**src/rtl/pwm_duty_decoder_pkg.sv**
```systemverilog
`default_nettype none
// ============================================================
// Package : pwm_duty_decoder_pkg
// Shared widths, FSM encoding and step rounding helper.
// Rev     : 1.0
// ============================================================
package pwm_duty_decoder_pkg;

    localparam int STEP_W           = 6;
    localparam int DUTY_W           = 4;
    localparam int PERIOD_STEPS_DEF = 16;

    localparam logic [1:0] ST_ESPERA = 2'd0;
    localparam logic [1:0] ST_ALTO   = 2'd1;
    localparam logic [1:0] ST_BAJO   = 2'd2;

    // Adds the round-half-up step while keeping the 63-step saturation.
    function automatic logic [STEP_W-1:0] sat_round(input logic [STEP_W-1:0] steps,
                                                    input logic              up);
        if (up && (steps != {STEP_W{1'b1}}))
            return steps + STEP_W'(1);
        return steps;
    endfunction

endpackage
`default_nettype wire

```
**src/rtl/sincronizador_flanco.sv**
```systemverilog
`default_nettype none
// ============================================================
// Module : sincronizador_flanco
// Two-flop synchronizer with rise/fall pulse detection.
// Rev    : 1.0
// ============================================================
module sincronizador_flanco (
    input  logic clk_i,
    input  logic rst_i,
    input  logic d_i,
    output logic nivel_o,
    output logic sube_o,
    output logic baja_o
);

    logic meta_q;
    logic sync_q;
    logic prev_q;

    always_ff @(posedge clk_i or posedge rst_i) begin
        if (rst_i) begin
            meta_q <= 1'b0;
            sync_q <= 1'b0;
            prev_q <= 1'b0;
        end else begin
            meta_q <= d_i;
            sync_q <= meta_q;
            prev_q <= sync_q;
        end
    end

    assign nivel_o = sync_q;
    assign sube_o  = sync_q & ~prev_q;
    assign baja_o  = ~sync_q & prev_q;

endmodule
`default_nettype wire

```
**src/rtl/pwm_duty_decoder.sv**
```systemverilog
`default_nettype none
// ============================================================
// Module : pwm_duty_decoder
// Measures PWM high time and period in steps, reports duty.
// Rev    : 1.0
// ============================================================
module pwm_duty_decoder
    import pwm_duty_decoder_pkg::*;
#(
    parameter int TICKS_PER_STEP = 1000,
    parameter int PERIOD_STEPS   = PERIOD_STEPS_DEF,
    parameter int PERIOD_TOL     = 1,
    parameter int TIMEOUT_STEPS  = 40
) (
    input  logic              clk_100MHz,
    input  logic              rst,
    input  logic              pwm_in,
    output logic [DUTY_W-1:0] ciclo_medido,
    output logic              medicion_valida,
    output logic              error_periodo,
    output logic              nivel_constante
);

    localparam int               SUB_W    = $clog2(TICKS_PER_STEP);
    localparam logic [SUB_W-1:0] SUB_LAST = SUB_W'(TICKS_PER_STEP - 1);

    logic              nivel_w, sube_w, baja_w;
    logic [SUB_W-1:0]  sub_q, sub_d;
    logic [STEP_W-1:0] step_q, step_d;
    logic [STEP_W-1:0] idle_q, idle_d;
    logic [STEP_W-1:0] high_q, high_d;
    logic [1:0]        state_q, state_d;
    logic [DUTY_W-1:0] ciclo_q, ciclo_d;
    logic              valida_q, valida_d;
    logic              err_q, err_d;
    logic              nivel_q, nivel_d;

    logic              edge_w, wrap_w, up_w, timeout_w, period_ok_w;
    logic [STEP_W-1:0] rounded_w;
    int                delta_w;

    sincronizador_flanco u_sync (
        .clk_i  (clk_100MHz),
        .rst_i  (rst),
        .d_i    (pwm_in),
        .nivel_o(nivel_w),
        .sube_o (sube_w),
        .baja_o (baja_w)
    );

    assign edge_w = sube_w | baja_w;
    assign wrap_w = (sub_q == SUB_LAST);
    // The edge cycle itself belongs to the interval, hence sub+1 when rounding.
    assign up_w        = (int'(sub_q) + 1) >= (TICKS_PER_STEP / 2);
    assign rounded_w   = sat_round(step_q, up_w);
    assign delta_w     = int'(rounded_w) - PERIOD_STEPS;
    assign period_ok_w = (delta_w <= PERIOD_TOL) && (delta_w >= -PERIOD_TOL);
    assign timeout_w   = wrap_w && !edge_w && (idle_q == STEP_W'(TIMEOUT_STEPS - 1));

    always_comb begin
        sub_d    = (edge_w || wrap_w) ? '0 : sub_q + SUB_W'(1);
        step_d   = (wrap_w && (step_q != {STEP_W{1'b1}})) ? step_q + STEP_W'(1) : step_q;
        idle_d   = idle_q;
        high_d   = high_q;
        state_d  = state_q;
        ciclo_d  = ciclo_q;
        valida_d = 1'b0;
        err_d    = 1'b0;
        nivel_d  = nivel_q & ~edge_w;

        if (edge_w)
            idle_d = '0;
        else if (wrap_w && (idle_q != STEP_W'(TIMEOUT_STEPS)))
            idle_d = idle_q + STEP_W'(1);

        case (state_q)
            ST_ESPERA: begin
                if (sube_w) begin
                    step_d  = '0;
                    state_d = ST_ALTO;
                end
            end
            ST_ALTO: begin
                // Period count resumes from the rounded high time so no fraction is lost.
                if (baja_w) begin
                    high_d  = rounded_w;
                    step_d  = rounded_w;
                    state_d = ST_BAJO;
                end
            end
            ST_BAJO: begin
                if (sube_w) begin
                    if (period_ok_w) begin
                        ciclo_d  = (high_q > STEP_W'(15)) ? 4'hF : high_q[DUTY_W-1:0];
                        valida_d = 1'b1;
                    end else begin
                        err_d = 1'b1;
                    end
                    step_d  = '0;
                    state_d = ST_ALTO;
                end
            end
            default: state_d = ST_ESPERA;
        endcase

        if (timeout_w) begin
            nivel_d  = 1'b1;
            ciclo_d  = nivel_w ? 4'hF : 4'h0;
            valida_d = 1'b1;
            state_d  = ST_ESPERA;
        end
    end

    always_ff @(posedge clk_100MHz or posedge rst) begin
        if (rst) begin
            sub_q    <= '0;
            step_q   <= '0;
            idle_q   <= '0;
            high_q   <= '0;
            state_q  <= ST_ESPERA;
            ciclo_q  <= '0;
            valida_q <= 1'b0;
            err_q    <= 1'b0;
            nivel_q  <= 1'b0;
        end else begin
            sub_q    <= sub_d;
            step_q   <= step_d;
            idle_q   <= idle_d;
            high_q   <= high_d;
            state_q  <= state_d;
            ciclo_q  <= ciclo_d;
            valida_q <= valida_d;
            err_q    <= err_d;
            nivel_q  <= nivel_d;
        end
    end

    assign ciclo_medido    = ciclo_q;
    assign medicion_valida = valida_q;
    assign error_periodo   = err_q;
    assign nivel_constante = nivel_q;

endmodule
`default_nettype wire

```
**config.mk**
```make
export PLATFORM = sky130hd
export DESIGN_NAME = pwm_duty_decoder
export DESIGN_NICKNAME = d
export VERILOG_FILES = /design/src/rtl/pwm_duty_decoder_pkg.sv /design/src/rtl/sincronizador_flanco.sv /design/src/rtl/pwm_duty_decoder.sv
export SDC_FILE = /design/constraint.sdc
export NUM_CORES = 1
export LEC_CHECK = 0
export BUFFER_PORTS_ARGS = -buffer_cell sky130_fd_sc_hd__buf_2
export CORE_MARGIN = 5
export CORE_UTILIZATION = 30
export DETAILED_ROUTE_END_ITERATION = 12
export PLACE_DENSITY = 0.55
export SLEW_MARGIN = 20
export SYNTH_ARGS = -nofsm -noshare
export SYNTH_HDL_FRONTEND = slang
export SYNTH_SLANG_ARGS = --single-unit
```
**constraint.sdc**
```tcl
create_clock -name clk_100MHz -period 4.6 [get_ports clk_100MHz]
set_clock_uncertainty 0.1 [all_clocks]
set_input_delay 0.92 -clock clk_100MHz [delete_from_list [all_inputs] [get_ports clk_100MHz]]
set_output_delay 0.92 -clock clk_100MHz [all_outputs]
set_load 0.05 [all_outputs]
```
==> results.py <==
metrics = {
    "outcome": {
        "status": "finished, final reports clean",
    },
    "yosys": {
        "yosysMostFrequentCell": "dfrtp_1",
        "syn_area_sq_um": 2280,
        "synth_edf_count": 0,
        "ys_types": 49,
        "yosysWarnings": 0,
        "synth_ff_type": "dfrtp_1",
        "async_reset_ff_share_pct": 100,
        "ys_seq_elements": 40,
        "synth_area_leaders": "dfrtp_1 44%, nor2_1 4.4%, ha_1 4.4%",
        "ys_top_cells_by_count": "40 x dfrtp_1, 27 x nor2_1, 24 x nand2_1",
        "netlist_instances": 235,
        "synth_top_cell_by_area": "dfrtp_1",
        "synth_nets": 246,
        "synth_top_area_share_pct": 43.9,
        "avgSynthCellArea_sq_um": 9.70,
        "yosysSeqAreaShare_pct": 43.9,
    },
    "power_and_ir_drop": {
        "power_switching_uw": 167,
        "combPwrFrac_pct": 7.1,
        "power.share.switching_pct": 23.6,
        "power.density_nw_per_um2": 279,
        "pwr-share-seq_pct": 52.7,
        "internal-power_uw": 542,
        "power.share.clock_pct": 40.2,
        "p_leak_nw": 1.09,
        "ir_drop_mv": 0.113,
    },
    "cells_and_area": {
        "multi_input_area_sq_um": 1210,
        "drive_above_1_share_pct": 17.3,
        "num_antenna_cells": 0,
        "area_growth_pct": 11.4,
        "fill_cells": 732,
        "seq_area_sq_um": 1000,
        "nets": 258,
    },
    "worst_setup_path": {
        "crit_type": "flop to flop",
        "timing.rr.start": "sub_q[0]",
        "worst-path-max-fanout": 6,
        "end_kind": "flop",
        "critPathArrivalTime_ns": 3.62,
        "worstSetupStartpoint": "sub_q[0]",
        "required_ns": 4.68,
        "worstSetupStartpointType": "flop",
    },
    "routing": {
        "ant_nets": 0,
        "wl_per_cell_um": 12.6,
        "finalWirelength_um": 4370,
        "drt_iter0_markers": 55,
        "vias": 1665,
        "vias_per_cell": 4.80,
        "first_pass_iters": 4,
        "drc": 0,
    },
    "clocking": {
        "clk_pin_slew_worst_paths_ns": 0.08,
        "root_buffer": "clkbuf_8",
        "cts_hold_buffers": 0,
        "cts_buffer_depth": 2,
        "ctsResizeCount": 0,
        "insertion_delay_ns": 0.29,
        "cts_tree": "yes",
        "cts_sinks": 40,
        "numCtsBuffers": 5,
        "htree_levels": 2,
        "cts_setup_buffers": 0,
    },
    "global_route": {
        "grtUsageTotal_pct": 9.83,
        "use_met1_pct": 12.0,
        "busiest_layer": "met2",
        "grt_antenna_before_repair": 0,
        "grt_max_degree": 41,
        "grt_pass1_wl_um": 7790,
        "grt_pass1_vias": 1699,
        "grtUsageMet2_pct": 16.8,
        "overflow": 0,
        "grt_use_met3_pct": 2.30,
    },
    "sta": {
        "slew_headroom_pct": 56.2,
        "tightest_slew_ns": 0.655,
        "setup_viol": 0,
        "finalSetupTns_ns": 0,
        "setup_slack_ns": 1.06,
        "post-route-period-util_pct": 77.0,
        "grt_setup_unrepaired": "no",
        "fmax_mhz": 282,
        "min_period_ns": 3.54,
        "slew_violations": 0,
        "final_hold_viol_count": 0,
    },
    "min_path": {
        "hp-class": "flop to flop",
        "hold_start": "u_sync.meta_q",
    },
    "placement": {
        "globalplace.congestion": 0.847,
        "port_buffers": 9,
        "dp_hpwl_um": 3170,
        "place_ws_ns": 1.06,
    },
    "die": {
        "dieWidth_um": 97.2,
        "ioPinCount": 10,
        "core_area_sq_um": 7330,
        "die_h_um": 97.2,
        "initial_core_util_pct": 31.1,
        "die_area_sq_um": 9440,
        "std_cell_rows": 31,
    },
    "flow_run": {
        "cap_violations": 0,
    },
}
-- logic make-up (layout without fill, tap and decap cells) --
group	count (synthesis)	count (layout)	synth area share, %
AOI/OAI and AO/OA	46	46	15.5
xor gates and xnor gates	17	17	6.54
adders and majority gates	8	8	4.39
buffers and inverters	16	29	3.02
DFF	40	40	43.9
muxes	6	6	2.86
and+or+nand+nor	102	102	23.8
-- flip-flops by register name, indices dropped and copies added, names as in the netlist --
signal,cells
sub_q,10
high_q,6
idle_q,6
step_q,6
ciclo_medido,4
state_q,2
error_periodo,1
medicion_valida,1
nivel_constante,1
u_sync.meta_q,1
u_sync.nivel_o,1
u_sync.prev_q,1
-- power by group through the flow --
stage | Sequential (mW) | Clock (mW) | Combinational, mW
after detailed placement | 0.381 | 0 | 0.0516
after floorplan | 0.380 | 0 | 0.0390
after global routing | 0.376 | 0.313 | 0.0579
final | 0.374 | 0.285 | 0.0502
after CTS | 0.374 | 0.296 | 0.0517
after global placement | 0.380 | 0 | 0.0521
-- path summary, 6_finish.rpt --
path                              endpoint  slack (ns)  depth (start not counted)
setup / recovery           ciclo_medido[0]        1.06                         12
hold / removal              u_sync.nivel_o        0.25                          0
setup reg to reg           ciclo_medido[0]        1.06                         12
hold reg to reg             u_sync.nivel_o        0.25                          0
max in group asynchronous        step_q[2]        3.41                          3
min in group asynchronous  nivel_constante        0.64                          3
-- final cells by class --
cell class                 instances  area share [%]
clock buffer                       5            2.71
multi-input combinational        179            47.6
sequential                        40            39.4
inverter                          11            1.63
timing repair buffer              10            2.07
clock inverter                     3            1.68
tap                               99            4.88
-- critical path, stage by stage (launching register included) --
cell and delay (ns):
dfrtp_1 0.44, ha_1 0.27, and2_2 0.22, nor3b_2 0.32, a21oi_1 0.14, a21o_2 0.28, a21oi_4 0.17, inv_1 0.09
ha_1 0.28, nand2_1 0.05, o32a_2 0.35, o31ai_4 0.36, mux2_2 0.37
-- cells in the final DEF, fill, tap and decap left out, types with 2 or more instances in the layout --
cell type / instances
dfrtp_1: 40
nor2_1: 27
nand2_1: 24
o21ai_0: 13
inv_1: 11
xnor2_1: 9
buf_2: 9
nand3_1: 8
xor2_1: 8
and2_1: 8
ha_1: 8
nand4_1: 7
a21oi_1: 5
clkbuf_8: 5
and3_1: 4
a211oi_1: 4
o22ai_1: 4
mux2_2: 4
a21boi_0: 3
or3_1: 3
and3_2: 3
a311oi_1: 3
or3b_2: 2
and4_1: 2
and2_2: 2
nand3b_1: 2
a31oi_1: 2
a31oi_2: 2
mux2i_1: 2
o22a_1: 2
-- stage by stage --
stage               utilization [%]  instance area [sq um]  hold WS [ns]  std cells  total power, mW
floorplan                         -                   2280         0.231        235            0.419
global placement               33.1                   2430         0.232        339            0.432
detailed placement             33.1                   2430         0.236        339            0.432
CTS                            34.6                   2540         0.255        347            0.722
global route                   34.6                   2540         0.276        347            0.747
finish                         34.6                   2540         0.252        347            0.709
-- layer usage --
| metal | up-vias | part of all wire (%) | routed length (um) |
|---|---|---|---|
| met5 | - | 0 | 0 |
| met4 | 0 | 1.6 | 68 |
| met3 | 7 | 3.2 | 140 |
| met2 | 22 | 46 | 2000 |
| met1 | 783 | 49 | 2160 |
| li1 | 853 | - | - |
(Power assumes the default switching activity.)
